--- src/rtl/uart_pkg.sv ---
// Shared types, constants and helpers for the configurable UART.
package uart_pkg;

   localparam int unsigned OVERSAMPLE = 16;
   localparam int unsigned MID_SAMPLE = 8;

   typedef enum logic [2:0] {
      TxIdle,
      TxStart,
      TxData,
      TxParity,
      TxStop1,
      TxStop2
   } tx_state_e;

   typedef enum logic [2:0] {
      RxIdle,
      RxStart,
      RxData,
      RxParity,
      RxStop
   } rx_state_e;

   // Index of the last data bit (width - 1), width = 5 + bits clipped to max_bits.
   function automatic logic [2:0] char_last(input logic [1:0] bits, input int unsigned max_bits);
      int unsigned last;
      last = 32'd4 + 32'(bits);
      if (last > max_bits - 1) last = max_bits - 1;
      return last[2:0];
   endfunction

   // XOR of data bits 0..last, inverted for odd parity.
   function automatic logic calc_parity(input logic [7:0] data, input logic [2:0] last,
                                        input logic odd);
      logic p;
      p = odd;
      for (int i = 0; i < 8; i++) begin
         if (i <= int'(last)) p ^= data[i];
      end
      return p;
   endfunction

endpackage

--- src/rtl/sync_fifo.sv ---
// Synchronous show-ahead FIFO with occupancy output. Push while full is only
// accepted together with a pop; pop while empty is ignored.
module sync_fifo #(
   parameter int unsigned WIDTH = 8,
   parameter int unsigned DEPTH = 16
) (
   input  logic                     clk,
   input  logic                     rst,
   input  logic                     wr_en,
   input  logic [WIDTH-1:0]         wr_data,
   input  logic                     rd_en,
   output logic [WIDTH-1:0]         rd_data,
   output logic                     full,
   output logic                     empty,
   output logic [$clog2(DEPTH):0]   level
);

   localparam int unsigned AW = $clog2(DEPTH);

   logic [WIDTH-1:0] mem_q [DEPTH];
   logic [AW-1:0]    wr_ptr_q, rd_ptr_q;
   logic [AW:0]      level_q, level_d;
   logic             do_wr, do_rd;

   assign full  = (level_q == (AW + 1)'(DEPTH));
   assign empty = (level_q == '0);
   assign level = level_q;
   assign do_wr = wr_en & (~full | rd_en);
   assign do_rd = rd_en & ~empty;
   // Empty reads as zero so the head never exposes stale storage.
   assign rd_data = empty ? '0 : mem_q[rd_ptr_q];

   // Occupancy next-state.
   always_comb begin
      level_d = level_q;
      unique case ({do_wr, do_rd})
         2'b10:   level_d = level_q + 1'b1;
         2'b01:   level_d = level_q - 1'b1;
         default: level_d = level_q;
      endcase
   end

   // Pointers wrap naturally since DEPTH is a power of two.
   always_ff @(posedge clk) begin
      if (rst) begin
         wr_ptr_q <= '0;
         rd_ptr_q <= '0;
         level_q  <= '0;
      end else begin
         if (do_wr) wr_ptr_q <= wr_ptr_q + 1'b1;
         if (do_rd) rd_ptr_q <= rd_ptr_q + 1'b1;
         level_q <= level_d;
      end
   end

   // Storage array, no reset needed.
   always_ff @(posedge clk) begin
      if (do_wr) mem_q[wr_ptr_q] <= wr_data;
   end

endmodule

--- src/rtl/uart_core_cfg.sv ---
// Runtime-configurable UART: shared 16x tick, TX/RX FSMs, FIFOs, sticky RX errors.
module uart_core_cfg
   import uart_pkg::*;
#(
   parameter int unsigned DATA_BITS  = 8,
   parameter int unsigned FIFO_DEPTH = 16,
   parameter int unsigned DIV_WIDTH  = 16
) (
   input  logic                          clk,
   input  logic                          rst,
   input  logic [DIV_WIDTH-1:0]          baud_div,
   input  logic [1:0]                    cfg_bits,
   input  logic                          cfg_par_en,
   input  logic                          cfg_par_odd,
   input  logic                          cfg_stop2,
   input  logic [DATA_BITS-1:0]          tx_data,
   input  logic                          tx_wr_en,
   output logic                          tx_full,
   output logic [$clog2(FIFO_DEPTH):0]   tx_level,
   output logic                          tx_busy,
   output logic                          tx,
   input  logic                          rx,
   input  logic                          rx_rd_en,
   output logic [DATA_BITS-1:0]          rx_data,
   output logic                          rx_empty,
   output logic [$clog2(FIFO_DEPTH):0]   rx_level,
   input  logic                          err_clr,
   output logic                          frame_err,
   output logic                          parity_err,
   output logic                          overrun
);

   localparam logic [3:0] OS_LAST  = 4'(OVERSAMPLE - 1);
   localparam logic [3:0] MID_LAST = 4'(MID_SAMPLE - 1);

   // ---------------- tick generator ----------------
   logic [DIV_WIDTH-1:0] div_cnt_q;
   logic                 tick;

   // >= rather than == so a smaller divisor written mid-count cannot stall the counter.
   assign tick = (div_cnt_q >= baud_div);

   // Free-running divider shared by TX and RX.
   always_ff @(posedge clk) begin
      if (rst)       div_cnt_q <= '0;
      else if (tick) div_cnt_q <= '0;
      else           div_cnt_q <= div_cnt_q + 1'b1;
   end

   logic [2:0] cfg_last;
   assign cfg_last = char_last(cfg_bits, DATA_BITS);

   // ---------------- TX ----------------
   logic [DATA_BITS-1:0] tx_fifo_data;
   logic                 tx_fifo_empty, tx_pop;
   tx_state_e            tx_state_q;
   logic [3:0]           tx_os_q;
   logic [2:0]           tx_bit_q, tx_last_q;
   logic [DATA_BITS-1:0] tx_shift_q;
   logic                 tx_par_en_q, tx_stop2_q, tx_par_q, tx_armed_q, tx_q, tx_busy_q;
   logic                 tx_bit_done;

   sync_fifo #(.WIDTH(DATA_BITS), .DEPTH(FIFO_DEPTH)) u_tx_fifo (
      .clk     (clk),
      .rst     (rst),
      .wr_en   (tx_wr_en),
      .wr_data (tx_data),
      .rd_en   (tx_pop),
      .rd_data (tx_fifo_data),
      .full    (tx_full),
      .empty   (tx_fifo_empty),
      .level   (tx_level)
   );

   // Pop is tick-aligned so the start bit always begins on the following tick.
   assign tx_pop      = (tx_state_q == TxIdle) & tick & ~tx_fifo_empty;
   assign tx_bit_done = tick & tx_armed_q & (tx_os_q == OS_LAST);
   assign tx          = tx_q;
   assign tx_busy     = tx_busy_q;

   // TX frame sequencer; tx and tx_busy are registered here.
   always_ff @(posedge clk) begin
      if (rst) begin
         tx_state_q  <= TxIdle;
         tx_os_q     <= '0;
         tx_bit_q    <= '0;
         tx_last_q   <= '0;
         tx_shift_q  <= '0;
         tx_par_en_q <= 1'b0;
         tx_stop2_q  <= 1'b0;
         tx_par_q    <= 1'b0;
         tx_armed_q  <= 1'b0;
         tx_q        <= 1'b1;
         tx_busy_q   <= 1'b0;
      end else begin
         // 4-bit oversample counter wraps to 0 on each bit boundary.
         if (tx_state_q != TxIdle && tx_armed_q && tick) tx_os_q <= tx_os_q + 1'b1;
         unique case (tx_state_q)
            TxIdle: begin
               if (tx_pop) begin
                  tx_shift_q  <= tx_fifo_data;
                  tx_last_q   <= cfg_last;
                  tx_par_q    <= calc_parity(8'(tx_fifo_data), cfg_last, cfg_par_odd);
                  tx_par_en_q <= cfg_par_en;
                  tx_stop2_q  <= cfg_stop2;
                  tx_os_q     <= '0;
                  tx_armed_q  <= 1'b0;
                  tx_busy_q   <= 1'b1;
                  tx_state_q  <= TxStart;
               end
            end
            TxStart: begin
               if (tick && !tx_armed_q) begin
                  tx_armed_q <= 1'b1;
                  tx_q       <= 1'b0;
               end else if (tx_bit_done) begin
                  tx_q       <= tx_shift_q[0];
                  tx_shift_q <= tx_shift_q >> 1;
                  tx_bit_q   <= '0;
                  tx_state_q <= TxData;
               end
            end
            TxData: begin
               if (tx_bit_done) begin
                  if (tx_bit_q == tx_last_q) begin
                     tx_q       <= tx_par_en_q ? tx_par_q : 1'b1;
                     tx_state_q <= tx_par_en_q ? TxParity : TxStop1;
                  end else begin
                     tx_bit_q   <= tx_bit_q + 1'b1;
                     tx_q       <= tx_shift_q[0];
                     tx_shift_q <= tx_shift_q >> 1;
                  end
               end
            end
            TxParity: begin
               if (tx_bit_done) begin
                  tx_q       <= 1'b1;
                  tx_state_q <= TxStop1;
               end
            end
            TxStop1: begin
               if (tx_bit_done) begin
                  if (tx_stop2_q) begin
                     tx_state_q <= TxStop2;
                  end else begin
                     tx_busy_q  <= 1'b0;
                     tx_state_q <= TxIdle;
                  end
               end
            end
            TxStop2: begin
               if (tx_bit_done) begin
                  tx_busy_q  <= 1'b0;
                  tx_state_q <= TxIdle;
               end
            end
            default: tx_state_q <= TxIdle;
         endcase
      end
   end

   // ---------------- RX ----------------
   logic                 rx_meta_q, rx_sync_q, rx_prev_q, rx_fall;
   rx_state_e            rx_state_q;
   logic [3:0]           rx_os_q;
   logic [2:0]           rx_bit_q, rx_last_q;
   logic [DATA_BITS-1:0] rx_shift_q;
   logic                 rx_par_en_q, rx_par_odd_q, rx_par_bit_q;
   logic                 rx_sample, rx_push, rx_fifo_full;
   logic                 set_frame, set_parity, set_overrun;

   // Two-flop synchroniser plus a delayed copy for edge detection.
   always_ff @(posedge clk) begin
      if (rst) begin
         rx_meta_q <= 1'b1;
         rx_sync_q <= 1'b1;
         rx_prev_q <= 1'b1;
      end else begin
         rx_meta_q <= rx;
         rx_sync_q <= rx_meta_q;
         rx_prev_q <= rx_sync_q;
      end
   end

   assign rx_fall = rx_prev_q & ~rx_sync_q;

   // Sample point: tick 8 of the start bit, then every 16 ticks (mid-bit).
   always_comb begin
      rx_sample = 1'b0;
      if (tick) begin
         if (rx_state_q == RxStart)     rx_sample = (rx_os_q == MID_LAST);
         else if (rx_state_q != RxIdle) rx_sample = (rx_os_q == OS_LAST);
      end
   end

   assign rx_push     = (rx_state_q == RxStop) & rx_sample;
   assign set_frame   = rx_push & ~rx_sync_q;
   assign set_parity  = rx_push & rx_par_en_q &
                        (rx_par_bit_q != calc_parity(8'(rx_shift_q), rx_last_q, rx_par_odd_q));
   assign set_overrun = rx_push & rx_fifo_full;

   // RX frame sequencer.
   always_ff @(posedge clk) begin
      if (rst) begin
         rx_state_q   <= RxIdle;
         rx_os_q      <= '0;
         rx_bit_q     <= '0;
         rx_last_q    <= '0;
         rx_shift_q   <= '0;
         rx_par_en_q  <= 1'b0;
         rx_par_odd_q <= 1'b0;
         rx_par_bit_q <= 1'b0;
      end else begin
         if (rx_state_q != RxIdle && tick) rx_os_q <= rx_os_q + 1'b1;
         unique case (rx_state_q)
            RxIdle: begin
               if (rx_fall) begin
                  rx_os_q      <= '0;
                  rx_last_q    <= cfg_last;
                  rx_par_en_q  <= cfg_par_en;
                  rx_par_odd_q <= cfg_par_odd;
                  rx_shift_q   <= '0;
                  rx_state_q   <= RxStart;
               end
            end
            RxStart: begin
               if (rx_sample) begin
                  // Realign so later samples land mid-bit.
                  rx_os_q  <= '0;
                  rx_bit_q <= '0;
                  rx_state_q <= rx_sync_q ? RxIdle : RxData;
               end
            end
            RxData: begin
               if (rx_sample) begin
                  rx_shift_q[rx_bit_q] <= rx_sync_q;
                  if (rx_bit_q == rx_last_q) rx_state_q <= rx_par_en_q ? RxParity : RxStop;
                  else                       rx_bit_q   <= rx_bit_q + 1'b1;
               end
            end
            RxParity: begin
               if (rx_sample) begin
                  rx_par_bit_q <= rx_sync_q;
                  rx_state_q   <= RxStop;
               end
            end
            RxStop: begin
               if (rx_sample) rx_state_q <= RxIdle;
            end
            default: rx_state_q <= RxIdle;
         endcase
      end
   end

   sync_fifo #(.WIDTH(DATA_BITS), .DEPTH(FIFO_DEPTH)) u_rx_fifo (
      .clk     (clk),
      .rst     (rst),
      .wr_en   (rx_push & ~rx_fifo_full),
      .wr_data (rx_shift_q),
      .rd_en   (rx_rd_en),
      .rd_data (rx_data),
      .full    (rx_fifo_full),
      .empty   (rx_empty),
      .level   (rx_level)
   );

   // Sticky error flags; a new error wins over a same-cycle clear.
   always_ff @(posedge clk) begin
      if (rst) begin
         frame_err  <= 1'b0;
         parity_err <= 1'b0;
         overrun    <= 1'b0;
      end else begin
         frame_err  <= (frame_err  & ~err_clr) | set_frame;
         parity_err <= (parity_err & ~err_clr) | set_parity;
         overrun    <= (overrun    & ~err_clr) | set_overrun;
      end
   end

endmodule

--- config.mk ---
export PLATFORM = sky130hd
export DESIGN_NAME = uart_core_cfg
export DESIGN_NICKNAME = d
export VERILOG_FILES = /design/src/rtl/uart_pkg.sv /design/src/rtl/sync_fifo.sv /design/src/rtl/uart_core_cfg.sv
export SDC_FILE = /design/constraint.sdc
export NUM_CORES = 1
export LEC_CHECK = 0
export ABC_CLOCK_PERIOD_IN_PS = 3800
export CAP_MARGIN = 10
export CORE_ASPECT_RATIO = 1.1
export CORE_MARGIN = 2
export CORE_UTILIZATION = 40
export CTS_CLUSTER_SIZE = 12
export DETAILED_ROUTE_END_ITERATION = 10
export PLACE_DENSITY_LB_ADDON = 0.05
export SLEW_MARGIN = 20
export SYNTH_ARGS = -nofsm -noshare
export SYNTH_HDL_FRONTEND = slang
export SYNTH_HIERARCHICAL = 1
export SYNTH_SLANG_ARGS = --single-unit
--- constraint.sdc ---
create_clock -name clk -period 3.8 [get_ports clk]
set_input_delay 0.38 -clock clk [delete_from_list [all_inputs] [get_ports clk]]
set_output_delay 0.38 -clock clk [all_outputs]
set_load 0.1 [all_outputs]
# Word level (Yosys, flattened, before mapping)
# Memory sizes are Yosys's and may differ from the RTL's. A register that Yosys moved wholly into a read port is not among the register bits.
# Cells that the tools add are included.
# totals
wordCells	297
mem_count	2
latch_bits	0
romBits	0
ramBits	256
output_inout_bits	25
in_bits	35
reg_bits	99
# memory_table
memory	words	width	read_ports	rd_ports_with_merged_regs	write_ports	line	text
u_rx_fifo.mem_q	16	8	1	1	1	sync_fifo.sv:20	logic [WIDTH-1:0] mem_q [DEPTH];
u_tx_fifo.mem_q	16	8	1	1	1	sync_fifo.sv:20	
# op_classes
reduce_logical	34
addsub	14
bitwise	45
n_mul	0
magnitude_cmp	18
n_div	0
n_mux	112
eq_ne	40
shifts	0
# ops
op	n
two-way mux 8 bit	9
two-way mux 3 bit	23
two-way mux 1 bit	55
two-way mux 4 bit	10
inequality test 2 bit (second input constant)	17
adder 4 x 1 -> 4 bit (second input constant)	6
less-or-equal comparator 3 bit (first input constant)	8
one-hot mux 8 bit (3 select lines)	1
one-hot mux 5 bit (2 select lines)	2
bitwise AND 1 bit	18
one-hot mux 3 bit (6 select lines)	1
adder 16 x 1 -> 16 bit (second input constant)	1
greater-or-equal comparator 16 bit	1
one-hot mux 8 bit (2 select lines)	1
XOR 1 bit	16
one-hot mux 3 bit (5 select lines)	1
nonzero test 3 bit	5
== test 3 x 2 -> 1 bit (second input constant)	4
less-or-equal comparator 2 x 3 -> 1 bit (first input constant)	4
one-hot mux 3 bit (2 select lines)	2
AND reduction 6 bit	2
nonzero test 2 bit	6
adder 5 x 1 -> 5 bit (second input constant)	2
== test 5 bit (second input constant)	2
other kinds (35)	66

# Logic depth before layout (Yosys ltp)
# depth
word_depth	38
ltp_mapped	20
mapped_depth_nobuf	17

# Cells and area by module
# The synthesis kept the hierarchy.
# modules_own_cells
module	cells_per_inst	area_each_um2	n_inst	seq_area_each_um2
sync_fifo	331	6039.5	2	4184.0
uart_core_cfg	542	4256.6	1	1461.4

# Least setup slack after synthesis
# No wires, ideal clock.
# synth_path
path_kind	register to output
start	register u_rx_fifo.level_q[4], in the netlist u_rx_fifo/level[4]
end	output port rx_data[0]
slack_ps	-606
path_stages_with_launch	4
arrival_time_ps	4026
cell_sequence	dfxtp_1 -> clkbuf_1 -> nor2_2 -> a211oi_1
# synth_via
elab_chain_len	2
# synth_rtl
element	line	text
start, declared	sync_fifo.sv:22	logic [AW:0] level_q, level_d;
start signal, assigned	sync_fifo.sv:52	level_q <= level_d;
zero test 5 bit	sync_fifo.sv:26	assign empty = (level_q == '0);
named net rx_empty	uart_core_cfg.sv:25	output logic rx_empty,
two-way mux 8 bit	sync_fifo.sv:31	assign rd_data = empty ? '0 : mem_q[rd_ptr_q];
end, declared	uart_core_cfg.sv:24	output logic [DATA_BITS-1:0] rx_data,
# The timed path passes the listed nets, and every way through them passes these cells.

# Worst setup path after layout
# layout_path
start	input port baud_div[15]
end	register u_tx_fifo.level_q[4], in the netlist u_tx_fifo/level[4]
# layout_lines
element	line	text
start, declared	uart_core_cfg.sv:11	input logic [DIV_WIDTH-1:0] baud_div,
greater-or-equal comparator 16 bit (*)	uart_core_cfg.sv:41	assign tick = (div_cnt_q >= baud_div);
bitwise AND 1 bit (*) (2 in a row)	uart_core_cfg.sv:76	assign tx_pop = (tx_state_q == TxIdle) & tick & ~tx_fifo_empty;
named net tx_pop	uart_core_cfg.sv:55	logic tx_fifo_empty, tx_pop;
bitwise AND 1 bit (*)	sync_fifo.sv:29	assign do_rd = rd_en & ~empty;
named net u_tx_fifo.do_rd	sync_fifo.sv:23	logic do_wr, do_rd;
== test 2 x 1 -> 1 bit / == test 2 bit (equally long branches)	sync_fifo.sv:36	unique case ({do_wr, do_rd})
one-hot mux 5 bit (2 select lines) / nonzero test 2 bit (equally long branches)	-	
end signal, assigned	sync_fifo.sv:52	
end, declared	sync_fifo.sv:22	
# The timed path passes the listed nets; every way through them passes the cells marked *.
# A chain may end at the register's enable or synchronous reset.

==> results by group <==
Drt
  – Pre-Repair DR Iteration Count: 5
  – Final WL: 36.6 mm
  – Post-route ant nets: 0
  – Via Count: 9925
  – Initial DRC Count: 610
  – WL per Instance: 19.6 um
  – Residual DRC: 0
  – Vias per Instance: 5.32

Clock network
  – Clock sink total: 363
  – Clock root buffer: clkbuf_16
  – CTS clk-pin slew, worst paths: 0.06 ns
  – Max clock buf depth: 3
  – Cts bufs inserted: 40
  – CTS tree: yes
  – Hold-fix buffers, CTS: 0
  – Clk_lat worst skew: 0.55 ns
  – CTS H-Tree Depth: 2

Logic synthesis
  – Synth top area cells: edfxtp_1 (47%), dfxtp_1 (13%), mux4_2 (6.3%), mux4_1 (2.9%), ha_1 (2.8%)
  – Sequential area share after synthesis: 60.2%
  – Library cells used by synthesis: 74
  – Avg Inst Size Synth: 13.6 um^2
  – Synthesized area: 16300 um^2
  – Mapped Nets: 1276
  – Synth area leader: edfxtp_1
  – EDFF count, synth: 256
  – Main synth FF type: edfxtp_1
  – Asr flop ratio synth: 0%
  – Synth Register Bits: 363
  – Synth Warn #: 6
  – Post-synth top area share: 47.1%
  – Synth Instances: 1204

Floorplanning
  – # IOs: 60
  – Chip Width: 197 um
  – Die area: 42500 um^2
  – Core Region: 40300 um^2
  – Die Ht: 216 um
  – Initial cell density of the core: 40.6%
  – Cell Rows: 77

Outcome
  – Run status: finished, final reports clean

Finish
  – Most common cell after layout, fill and taps aside: edfxtp_1
  – Post-route cell area: 19500 um^2
  – Share of cells above drive strength 1: 18.0%
  – # diodes: 0
  – Final Net Count: 1397
  – Area Growth Syn to Fin: 19.2%
  – Filler Cells Inserted: 3584
  – Commonest non-fill, non-tap cells in the layout: edfxtp_1 (256), dfxtp_1 (100), nor2_1 (78), buf_4 (78), nand2_1 (56)

Timing
  – Slew at the pin closest to its max-slew limit: 0.972 ns
  – Final hold viol count: 0
  – Fmax: 0.281 GHz
  – Min Tclk post-route: 3.55 ns
  – Fin crit share: 93.5%
  – TNS Setup: 0 ns
  – Slew Limit Fails: 0
  – RSZ-0062 raised after global routing: false
  – Final setup fails: 0
  – Final worst slack: 0.247 ns
  – Clk_skew: 0.0163 ns
  – Slew Limit Headroom: 35.0%

Pwr
  – Worst ir drop on vdd: 0.409 mV
  – Total power: 0.00906 W
  – Pwr dens: 466 nW/um^2
  – Lkg Pwr: 6.96 nW

GRT
  – Initial antenna violation count: 0
  – GR Util met2: 30.5%
  – Met3 Use GR: 3.20%
  – First-pass GRT wire length: 58.2 mm
  – Most used routing layer: met2
  – Total gr overflow: 0
  – Vias in the first global route: 10.1k
  – Pin count of the biggest net entering global routing: 61
  – Met1 usage: 23.1%
  – GR Util All Layers: 17.8%

Place
  – Dpl hpwl: 24.3 mm
  – Gpl congestion: 0.748
  – DP Worst Slack: -0.429 ns
  – Port bufs: 59
  – Post-DP Area: 18200 um^2

Min path
  – Hold Crit Start: rst
  – Worst hold path class: in -> reg
  – Worst hold stages: 2
  – Worst min-delay path endpoint: rx_par_odd_q$_SDFFE_PP0P_

Worst setup path
  – Worst r2r src: u_tx_fifo/level[0]$_SDFFE_PP0P_
  – R2r endpoint: u_tx_fifo/level[4]$_SDFFE_PP0P_
  – Critical path type: in -> reg
  – CP endpoint kind: flop
  – Data arrival, critical path: 3.99 ns
  – FF-to-FF path depth: 15
  – Largest fanout on the critical path: 4
  – R2r setup slk: 0.26 ns
  – Worst setup SP type: primary input
  – Required @ worst endpoint: 4.24 ns

Run
  – Total of max-cap violations: 0
## per-stage QoR
stage / utilization, % / hold slack [ns] / std cells
after global placement: 45.2 / 0.400 / 1794
after floorplan: - / 0.389 / 1204
after detailed placement: 45.2 / 0.399 / 1794
after global routing: 48.3 / 0.394 / 1866
after CTS: 48.3 / 0.342 / 1864
final: 48.3 / 0.386 / 1866
## Yosys cell counts, types with 3 or more instances
cell type,number
a211oi_1,38
a21o_1,5
a21oi_1,53
a31oi_1,4
and2_1,18
and3_1,22
buf_1,3
buf_2,17
buf_4,10
buf_6,6
clkbuf_1,38
dfxtp_1,107
edfxtp_1,256
ha_1,37
inv_1,39
mux2i_1,34
mux4_1,18
mux4_2,46
nand2_1,56
nand2b_1,18
nand3_1,29
nand4_1,10
nor2_1,78
nor2b_1,27
nor3_1,24
nor3b_1,4
nor4b_1,5
o211ai_2,4
o21a_1,3
o21ai_0,42
o22ai_1,6
o311ai_0,7
o31ai_1,7
or2_2,5
or3_1,10
or4_1,7
xnor2_1,28
xor2_1,28
## final cells by class
cell class                 instances  area [um^2]  share of cell area (%)
clock inverter                    10         82.6                   0.424
timing repair buffer             155         1650                    8.46
multi-input combinational        726         5970                    30.6
sequential                       363         9840                    50.6
clock buffer                      60         1140                    5.85
inverter                          39          150                   0.771
tap                              513          642                    3.30
## cell families after synthesis
family                     synth area share, %
AOI/OAI and AO/OA                         8.37
adders and majority gates                 2.83
buffers and inverters                     3.48
muxes                                     11.5
xor gates and xnor gates                  3.00
DFF                                       60.2
and+or+nand+nor                           10.7
## worst max path at each step
stage	startpoint	end	slack, ns	depth (start not counted)
3_3_place_gp	baud_div[2]	u_tx_fifo/level[4]$_SDFFE_PP0P_	-0.40	18
3_5_place_dp	baud_div[2]	u_tx_fifo/level[4]$_SDFFE_PP0P_	-0.43	18
5_1_grt	baud_div[15]	u_tx_fifo/level[4]$_SDFFE_PP0P_	0.01	20
4_1_cts	div_cnt_q[1]$_SDFF_PP0_	u_tx_fifo/level[4]$_SDFFE_PP0P_	0.08	16
2_1_floorplan	u_rx_fifo/level[4]$_SDFFE_PP0P_	rx_data[0]	-0.61	3
6_report	baud_div[15]	u_tx_fifo/level[4]$_SDFFE_PP0P_	0.25	20
## critical path, cell delays in order
cell	delay (ns)
clkdlybuf4s50_1	0.46
inv_1	0.05
ha_1	0.30
buf_4	0.14
a21oi_1	0.13
o21ai_0	0.16
a21oi_2	0.19
o21ai_2	0.10
nand2_1	0.14
clkinvlp_4	0.24
buf_4	0.21
o21ai_4	0.05
inv_1	0.08
ha_1	0.20
xor2_1	0.15
ha_1	0.18
a21oi_2	0.19
a32oi_1	0.14
or4_1	0.40
o311ai_0	0.09
## sequential cells by signal, summed over array words and instances (netlist names), 5 cells and up, named ones only
signal           count
div_cnt_q           16
u_rx_fifo/level      5
u_tx_fifo/level      5
tx_shift_q           8
u_tx_fifo/mem_q    128
u_rx_fifo/mem_q    128
rx_shift_q           8
## what timing repair did
action / in CTS / in global routing
endpoints found under the setup margin: 0 / 2
setup buffers: 0 / 2
gates resized for setup: 0 / 4
## power breakdown
| part | switching (W) | internal [W] | total (W) |
|---|---|---|---|
| sequential | 0.0000407 | 0.00428 | 0.00432 |
| combinational | 0.000678 | 0.000414 | 0.00109 |
| clock | 0.00152 | 0.00213 | 0.00365 |
## routing by layer
metal	wire [um]	vias to the layer above
li1	-	4830
met1	16400	4901
met2	18200	143
met3	1170	51
met4	805	0
met5	0	-
Note: power is estimated with default switching activity, not from simulation.
